## config.mk

```make
export PLATFORM = sky130hd
export DESIGN_NAME = hazard_mem_controller
export DESIGN_NICKNAME = d
export VERILOG_FILES = /design/src/rtl/hazard_mem_controller.sv
export SDC_FILE = /design/constraint.sdc
export NUM_CORES = 1
export LEC_CHECK = 0
export CAP_MARGIN = 20
export CORE_MARGIN = 2
export CORE_UTILIZATION = 45
export DETAILED_ROUTE_END_ITERATION = 10
export GPL_ROUTABILITY_DRIVEN = 0
export PLACE_DENSITY = 0.86
export SYNTH_ARGS = -nofsm -noshare
export SYNTH_HDL_FRONTEND = slang
export SYNTH_SLANG_ARGS = --single-unit
```

## constraint.sdc

```tcl
create_clock -name clk -period 3.9 [get_ports clk]
set_clock_uncertainty 0.05 [all_clocks]
set_input_delay 0.39 -clock clk [delete_from_list [all_inputs] [get_ports clk]]
set_output_delay 0.39 -clock clk [all_outputs]
set_load 0.03 [all_outputs]
```

## src/rtl/hazard_mem_controller.sv

```systemverilog
// Hazard unit and data-memory sequencer for the 5-stage RV32I pipeline; forwarding/stall/flush are combinational.
// A pending memory access freezes F/D/E/M and bubbles W until mem_ack or timeout; mem_req is held until then.
module hazard_mem_controller #(
    parameter int MEM_TIMEOUT = 16,
    parameter int CNT_W       = 16
) (
    input  logic             clk,
    input  logic             rst_n,
    input  logic [4:0]       Rs1D,
    input  logic [4:0]       Rs2D,
    input  logic [4:0]       Rs1E,
    input  logic [4:0]       Rs2E,
    input  logic [4:0]       RdE,
    input  logic [4:0]       RdM,
    input  logic [4:0]       RdW,
    input  logic [1:0]       ResultSrcE,
    input  logic [1:0]       ResultSrcM,
    input  logic             MemWriteM,
    input  logic             RegWriteM,
    input  logic             RegWriteW,
    input  logic             PCSrcE,
    input  logic             mem_ack,
    output logic             mem_req,
    output logic [1:0]       ForwardAE,
    output logic [1:0]       ForwardBE,
    output logic             StallF,
    output logic             StallD,
    output logic             StallE,
    output logic             StallM,
    output logic             FlushD,
    output logic             FlushE,
    output logic             FlushW,
    output logic             mem_err,
    output logic [CNT_W-1:0] stall_cnt
);
    localparam int TMO_W = $clog2(MEM_TIMEOUT) + 1;

    typedef enum logic [1:0] {
        ST_IDLE,
        ST_WAIT,
        ST_ABORT
    } state_t;

    state_t           state_q, state_d;
    logic [TMO_W-1:0] tmo_q, tmo_d;
    logic             mem_err_q, mem_err_d;
    logic [CNT_W-1:0] stall_cnt_q, stall_cnt_d;

    logic mem_acc_m;
    logic lw_stall;
    logic mem_stall;
    logic mem_req_raw;
    logic abort_cyc;

    function automatic logic [1:0] fwd_sel(
        input logic [4:0] rs,
        input logic       reg_write_m,
        input logic [4:0] rd_m,
        input logic       reg_write_w,
        input logic [4:0] rd_w
    );
        logic [1:0] sel;
        sel = 2'b00;
        if (reg_write_m && (rd_m != 5'd0) && (rd_m == rs)) begin
            sel = 2'b10;
        end else if (reg_write_w && (rd_w != 5'd0) && (rd_w == rs)) begin
            sel = 2'b01;
        end
        return sel;
    endfunction

    always_comb begin
        ForwardAE = fwd_sel(Rs1E, RegWriteM, RdM, RegWriteW, RdW);
        ForwardBE = fwd_sel(Rs2E, RegWriteM, RdM, RegWriteW, RdW);
        mem_acc_m = MemWriteM | (ResultSrcM == 2'b01);
        lw_stall  = (ResultSrcE == 2'b01) && (RdE != 5'd0) && ((RdE == Rs1D) || (RdE == Rs2D));
    end

    always_comb begin
        state_d     = state_q;
        tmo_d       = tmo_q;
        mem_req_raw = 1'b0;
        mem_stall   = 1'b0;
        abort_cyc   = 1'b0;
        case (state_q)
            ST_IDLE: begin
                tmo_d       = '0;
                mem_req_raw = mem_acc_m;
                mem_stall   = mem_acc_m & ~mem_ack;
                if (mem_stall) begin
                    state_d = ST_WAIT;
                end
            end
            ST_WAIT: begin
                mem_req_raw = 1'b1;
                tmo_d       = tmo_q + TMO_W'(1);
                if (mem_ack) begin
                    state_d = ST_IDLE;
                end else begin
                    mem_stall = 1'b1;
                    if (tmo_q == TMO_W'(MEM_TIMEOUT - 1)) begin
                        state_d = ST_ABORT;
                    end
                end
            end
            ST_ABORT: begin
                // The faulting access is dropped: W is bubbled and MemAccM is ignored.
                abort_cyc = 1'b1;
                state_d   = ST_IDLE;
            end
            default: begin
                state_d = ST_IDLE;
            end
        endcase
    end

    // A pending memory access overrides load-use and branch handling; E is held so those re-resolve later.
    always_comb begin
        StallF = lw_stall;
        StallD = lw_stall;
        StallE = 1'b0;
        StallM = 1'b0;
        FlushD = PCSrcE;
        FlushE = lw_stall | PCSrcE;
        FlushW = abort_cyc;
        if (mem_stall) begin
            StallF = 1'b1;
            StallD = 1'b1;
            StallE = 1'b1;
            StallM = 1'b1;
            FlushD = 1'b0;
            FlushE = 1'b0;
            FlushW = 1'b1;
        end
    end

    always_comb begin
        mem_err_d   = mem_err_q | abort_cyc;
        stall_cnt_d = stall_cnt_q;
        if (StallF && (stall_cnt_q != {CNT_W{1'b1}})) begin
            stall_cnt_d = stall_cnt_q + CNT_W'(1);
        end
    end

    always_ff @(posedge clk or negedge rst_n) begin
        if (!rst_n) begin
            state_q     <= ST_IDLE;
            tmo_q       <= '0;
            mem_err_q   <= 1'b0;
            stall_cnt_q <= '0;
        end else begin
            state_q     <= state_d;
            tmo_q       <= tmo_d;
            mem_err_q   <= mem_err_d;
            stall_cnt_q <= stall_cnt_d;
        end
    end

    assign mem_req   = mem_req_raw & rst_n;
    assign mem_err   = mem_err_q;
    assign stall_cnt = stall_cnt_q;
endmodule

```

* Word-level counts from Yosys, hierarchy flattened *
Cells that the tools add are included.
W data, S select, Z words.

storage, ports and cells
  register bits after elaboration = 24
  bits in latches = 0
  RAM bits = 0
  ROM bits = 0
  input port bits = 46
  word-level logic and storage cells = 60
  memories kept = 0

cells by class
  $add $sub $neg = 2
  multipliers = 0
  div/mod/pow operators = 0
  magnitude comparators = 0
  equality and inequality tests = 14
  shifts and indexed selects = 0
  muxes and demuxes = 18
  bitwise logic cells = 6
  reductions and logical operators = 16

operators by type and width
  cell                     count
  $eq A5 B5 Y1             6
  $add A16 B1 Y16 const B  1
  $ne A16 B16 Y1 const B   1
  $reduce_bool A5 Y1       3
  $mux W2                  5
  $pmux W5 S2              1
  $logic_and A1 B1 Y1      9
  $mux W1                  9
  $eq A2 B1 Y1 const B     3
  $add A5 B1 Y5 const B    1
  $eq A5 B4 Y1 const B     1
  $pmux W1 S2              2
  $pmux W2 S2              1
  $ne A3 B3 Y1 const B     1
  $or A1 B1 Y1             3
  $and A1 B1 Y1            2
  $eq A2 B2 Y1 const B     1
  $logic_not A2 Y1         1
  $ne A2 B2 Y1 const B     1
  $reduce_and A2 Y1        1
  $reduce_bool A2 Y1       1
  $logic_or A1 B1 Y1       1
  $not A1 Y1               1

* Logic depth before layout (Yosys ltp) *
Gate-level depths: netlist of the first run.

  word-level depth = 6
  mapped depth = 8
  depth with buffers taken out = 7

* Worst setup path after synthesis of the first run *
No wires, ideal clock.

  path kind = input -> output
  from = input port RdM[1]
  to = output port ForwardAE[0]
  arrival = 2.327 ns
  data required time = 3.460 ns
  slack = 1.133 ns
  stages = 4
  buffers on the path = 0
  path through = or4_1 o21ai_0 nor4_1 nor4_1

on the way
  word-level cells in the longest chain between the ends = 4
  elaborated cells on any way between the ends = 5
  classes of those cells = 1 x eq/ne; 1 x mux; 3 x reduce/logical

ends and longest elaborated chain
  item                     RTL line  RTL
  start: declaration       14        input logic [4:0] RdM,
  $reduce_bool A5 Y1       64        if (reg_write_m && (rd_m != 5'd0) && (rd_m == rs)) begin
  $logic_and A1 B1 Y1      64
  $logic_and A1 B1 Y1 (*)  64
  $mux W2 (*)              64
  end: declaration         24        output logic [1:0] ForwardAE,

Every way passes the cells marked *; elsewhere a longest branch is shown, timed or not.

* Worst setup path in the final report of the first run *
Ends and elaborated chain as after synthesis.

==> out/metrics.cfg, run 1 <==
[finish]
nFillCells=261
fin_nets=297
final_common_cell=clkdlybuf4s50_1
drive_gt1_share_pct=6.48
final_cells=293
antenna_cells=0
mostFrequentLayoutCells=clkdlybuf4s50_1, xor2_1, dfrtp_1, xnor2_1, nand2_1
area_delta_synth_final_pct=49.0

[floorplan]
dieArea_um2=4140
io_pins=75
coreArea_um2=3420
die_x_um=64.4
initial_utilization_pct=48.0
num_rows=21
die_y_um=64.4

[timing]
period_share_pct=82.9
setup-tns-final_ns=0
timing.slew.headroom_pct=68.6
drv_slew=0
grt_setup_unrepaired=false
min_period_ns=3.23
finalSetupViolations=0
tightest_slew_ns=0.466
hold_viol=0
fmax_ghz=0.309

[global_route]
antenna_found_initial=0
grt-ovfl-total=0
grt.total_usage_pct=19.6
grt_pass1_vias=1505
grt_start_max_net_pins=26
grt_pass1_wl_um=6510

[yosys]
yosys.area_share.simple_pct=24.7
synth_cell_types=41
synth_top_family_by_area=simple AND/OR/NAND/NOR gates
syn_inst=172
synthAdderAreaFrac_pct=2.29
synth_area_um2=1640
ys_seq_elements=24
synth_xor_area_share_pct=21.4
synth-compound-area-share_pct=9.53
syn-num-nets=221
avgSynthCellArea_um2=9.54
muxShareOfSynthArea_pct=1.60
yosysWarnings=0
synth_seq_area_share_pct=36.6

[placed_design]
place_inst=289
port_buffers=74
dpl.hpwl_um=3160

[run_status]
outcome=finished, final reports clean

[routing]
firstDrtPassIters=4
vias=1532
wl_per_cell_um=13.4
drt_wl_total_um=3920
ant_nets=0
vias_per_cell=5.23
drtIter0Drc=133
drc=0

[worst_setup_path]
critPathKind=in -> out
cp_max_fo=3
end_kind=output pin
worst_ep_arrival_time_ns=2.79
worstPathRequired_ns=3.46
crit_path_start_kind=input pin

[power_and_ir_drop]
combPwrFrac_pct=43.2
clockPowerShare_pct=15.5
switchingPower_uw=308
irDropWorstVdd_uv=223
switching_share_pct=37.1
pwr-share-seq_pct=41.3
power-per-cell-area_nw_per_um2=339
p_leak_nw=1.01
p_int_uw=521

[clocking]
cts_tree=done
clock_sinks=24
post_cts_resized=0
htreeDepth=1
hold_buffers=0
cts_buffer_depth=2
post_cts_buffers=0
cts_buffers=3
clock_latency_ns=0.31
cts_root_buf=clkbuf_4
clk_pin_slew_ns=0.13

[hold_path]
hold_path_class=in -> async

[flow_run]
maxCapViolCount=0

## metrics by stage
step                      utilization [%]  hold WS (ns)  total power, mW  instance area [um^2]  setup WS (ns)
after floorplan                         -        0.0444            0.529                  1640           1.13
after global placement               70.5         0.402            0.691                  2410          0.742
after detailed placement             70.5         0.431            0.703                  2410          0.668
after CTS                            71.6         0.378            0.835                  2440          0.649
after global routing                 71.6         0.383            0.874                  2440          0.487
final                                71.6         0.377            0.829                  2440          0.665
## layout make-up
class | instances | area, um^2 | share of cell area (%)
well taps | 46 | 57.6 | 2.35
clock buffers | 4 | 36.3 | 1.48
inverters | 5 | 18.8 | 0.768
flip-flops and latches | 24 | 601 | 24.6
multi-input cells | 138 | 976 | 39.9
repair buffers | 76 | 756 | 30.9
## worst paths after layout
check | start | end | slack, ns | cells after the start
max in group asynchronous | rst_n | stall_cnt[15]$_DFFE_PN0P_ | 3.18 | 2
worst max register to register | stall_cnt[0]$_DFFE_PN0P_ | stall_cnt[1]$_DFFE_PN0P_ | 1.77 | 7
worst min-delay path | rst_n | tmo_q[2]$_DFFE_PN0P_ | 0.38 | 2
worst min register to register | tmo_q[4]$_DFFE_PN0P_ | tmo_q[4]$_DFFE_PN0P_ | 0.46 | 2
min in group clk | tmo_q[4]$_DFFE_PN0P_ | tmo_q[4]$_DFFE_PN0P_ | 0.46 | 2
worst max-delay path | RdM[1] | ForwardAE[0] | 0.67 | 6
## power by group through the flow
stage	Clock, mW	Sequential (mW)	Combinational [mW]
finish	0.129	0.342	0.358
floorplan	0	0.403	0.125
CTS	0.135	0.339	0.360
global placement	0	0.341	0.350
detailed placement	0	0.344	0.359
global route	0.145	0.346	0.382
## registers in the layout, indices dropped and copies added (netlist names)
register	count
state_q	2
tmo_q	5
mem_err	1
stall_cnt	16
## synth_stat cells (all sizes together)
cell type	instances	area share (%)
buf	4	2.5
nor4bb	1	0.61
nor2b	2	0.76
mux2	2	1.6
nand3	9	3.4
a41oi	3	1.6
xnor2	13	6.9
a22oi	1	0.46
and2	2	0.92
o22ai	1	0.38
dfrtp	24	37
or3	1	0.38
a211oi	1	0.46
nor3	6	2.5
nand4	3	1.1
inv	5	1.1
a21o	1	0.46
xor2	27	14
a31oi	1	0.38
nor3b	2	0.92
clkbuf	1	0.23
nor4	4	1.5
nor2	10	2.3
a21oi	7	2.1
and3	5	1.9
ha	3	2.3
nand2b	3	1.1
nand2	13	3.0
nor4b	1	0.92
a22o	2	1.1
and4	2	1.1
o21ai	7	2.6
or4	5	2.3
## per-layer routing
layer	vias to the layer above	routed length, um	track usage, %
li1	766	-	-
met1	708	1690	23.5
met2	56	1910	35.3
met3	2	295	4.05
met4	0	15	5.59
met5	-	0	0
## critical path, cell delays in order
cell and delay, ns:
clkdlybuf4s50_1 0.47, or4_1 0.53, o21ai_0 0.21, nor4_1 0.11
nor4_1 0.35, clkdlybuf4s50_1 0.73
## logic make-up after synthesis
family,Yosys count
adders and majority gates,3
DFF,24
and+or+nand+nor,69
xor gates and xnor gates,40
muxes,2
AOI/OAI and AO/OA,24
buffers and inverters,10
Note: power is estimated with default switching activity, not from simulation.
==> run 2, diff against run 1 <==
Settings changed: CORE_UTILIZATION 45 to 42, PLACE_DENSITY 0.86 to 0.81.
Clock period 3.9 ns to 3 ns, I/O delays scaled along.
==> run 2 against run 1 <==
Count of clock-buffer cells in the layout down 1. Total power increased by 43%. Largest cell class unchanged. First-iteration DRC count shrank 16%. Critical path type unchanged. Register-to-register slack worse by 0.85 ns. Highest routed layer unchanged. Sequential cell count stayed put. Clock power rose by 120%. Combinational power increased by 31%.
==> out/metrics.cfg, run 2 (synthesis gave the netlist of run 1 again) <==
[run_status]
outcome=finished, final reports clean

[finish]
seqCellArea_um2=601  ; unchanged
largest_register_ffs=16  ; unchanged
mostFrequentLayoutCells=clkdlybuf4s50_1, xor2_1, dfrtp_1, xnor2_1, nand2_1
multiInputGateArea_um2=976  ; unchanged
nFillCells=306  ; +17%
antenna_cells=0  ; unchanged
area_delta_synth_final_pct=53.6
drive_gt1_share_pct=9.49  ; +3.0 points
fin_nets=303  ; +2.0%
final_common_cell=clkdlybuf4s50_1

[power_and_ir_drop]
power-per-cell-area_nw_per_um2=472  ; +39%
finalPower_mw=1.19  ; +43%
irDropWorstVdd_uv=223  ; about the same
p_leak_nw=1.06  ; +5.5%

[routing]
drt_wl_total_um=4060  ; +3.8%
firstDrtPassIters=4  ; unchanged
drc=0  ; unchanged
vias_per_cell=5.20  ; -0.56%
drtIter0Drc=112  ; -16%
ant_nets=0  ; unchanged
wl_per_cell_um=13.5  ; +1.0%
vias=1565  ; +2.2%

[timing]
min_period_ns=2.68
period_share_pct=89.3
grt_setup_unrepaired=false
tightest_slew_ns=0.447  ; -0.0189 ns
finalSetupViolations=0  ; unchanged
fin_hold_ws_ns=0.367  ; -0.0102 ns
setup-tns-final_ns=0  ; unchanged
fmax_ghz=0.373
hold_viol=0  ; unchanged
timing.slew.headroom_pct=70.1  ; +1.4 points
drv_slew=0  ; unchanged

[worst_setup_path]
worstPathRequired_ns=2.65  ; -0.81 ns
startpoint=RdM[2]
r2r-start=stall_cnt[0]$_DFFE_PN0P_
reg2reg_slack_ns=0.92  ; -0.85 ns
cp_max_fo=2  ; -1
critPathKind=in -> out
end_kind=output pin
crit_path_start_kind=input pin
worst_ep_arrival_time_ns=2.33  ; -0.46 ns

[clocking]
clk_pin_slew_ns=0.08  ; -0.05 ns
cts_root_buf=clkbuf_8
hold_buffers=0  ; unchanged
cts_buffers=3  ; unchanged
post_cts_resized=2  ; +2
post_cts_buffers=0  ; unchanged
cts_tree=done
cts_buffer_depth=2  ; unchanged
htreeDepth=1  ; unchanged
clock_sinks=24  ; unchanged
clock_latency_ns=0.26  ; -0.05 ns

[floorplan]
num_rows=22  ; +4.8%
io_pins=75  ; unchanged
initial_utilization_pct=44.1  ; -3.9 points
dieArea_um2=4420  ; +6.7%
die_y_um=66.5  ; +3.3%
die_x_um=66.5  ; +3.3%
coreArea_um2=3720  ; +8.8%

[hold_path]
hold_path_class=in -> async

[global_route]
grt_pass1_vias=1587  ; +5.4%
grt.total_usage_pct=20.3  ; +0.62 points
grt-ovfl-total=0  ; unchanged
antenna_found_initial=0  ; unchanged
grt_pass1_wl_um=6960  ; +6.8%
grt_start_max_net_pins=25  ; -3.8%

[placed_design]
dpl.hpwl_um=3330  ; +5.2%
port_buffers=74  ; unchanged

[flow_run]
maxCapViolCount=0  ; unchanged

-- run 2: cell type report --
type / count / area share, %
repair buffers: 82 / 31.5
clock inverters: 1 / 1.19
well taps: 48 / 2.38
clock buffers: 3 / 1.64
flip-flops and latches: 24 / 23.8
inverters: 5 / 0.745
multi-input cells: 138 / 38.7
-- run 2: per-layer routing --
| layer | GRT usage, % | up-vias | wire (um) |
|---|---|---|---|
| met5 | 0 | - | 0 |
| met4 | 4.34 | 0 | 23 |
| met3 | 3.04 | 2 | 188 |
| met2 | 39.4 | 44 | 2270 |
| met1 | 23.0 | 744 | 1580 |
| li1 | - | 775 | - |
-- run 2: path summary, 6_finish.rpt --
check                                       endpoint  depth (start not counted)
max                                     ForwardBE[0]                          6
min                             tmo_q[2]$_DFFE_PN0P_                          2
max reg2reg                 stall_cnt[1]$_DFFE_PN0P_                          7
min reg2reg                        mem_err$_DFF_PN0_                          1
max in group asynchronous  stall_cnt[10]$_DFFE_PN0P_                          2
min in group clk                   mem_err$_DFF_PN0_                          1
-- run 2: metrics by stage --
| step | cells | setup slack, ns | cell area, um^2 | util [%] |
|---|---|---|---|---|
| 2_1_floorplan | 172 | 0.413 | 1640 | - |
| 3_3_place_gp | 297 | 0.0251 | 2450 | 66.0 |
| 3_5_place_dp | 297 | -0.0251 | 2450 | 66.0 |
| 4_1_cts | 301 | 0.270 | 2520 | 67.8 |
| 5_1_grt | 301 | 0.144 | 2520 | 67.8 |
| 6_report | 301 | 0.322 | 2520 | 67.8 |
-- run 2: critical path: stages --
cell             delay (ns)
clkdlybuf4s50_1        0.43
or4_1                  0.50
o21ai_0                0.26
nor4_1                 0.12
nor4_1                 0.29
dlygate4sd2_1          0.44
-- run 2: where the power goes --
part           total, mW  internal [mW]  switching (mW)
registers          0.442          0.373          0.0687
clock network      0.279          0.178           0.100
logic              0.468          0.233           0.235
total               1.19          0.784           0.404
==> run 3, diff against run 2 <==
Settings changed: CTS_CLUSTER_SIZE from default to 28.
==> results of run 3 <==
Final layout, timing and power as in run 2 (identical DEF).
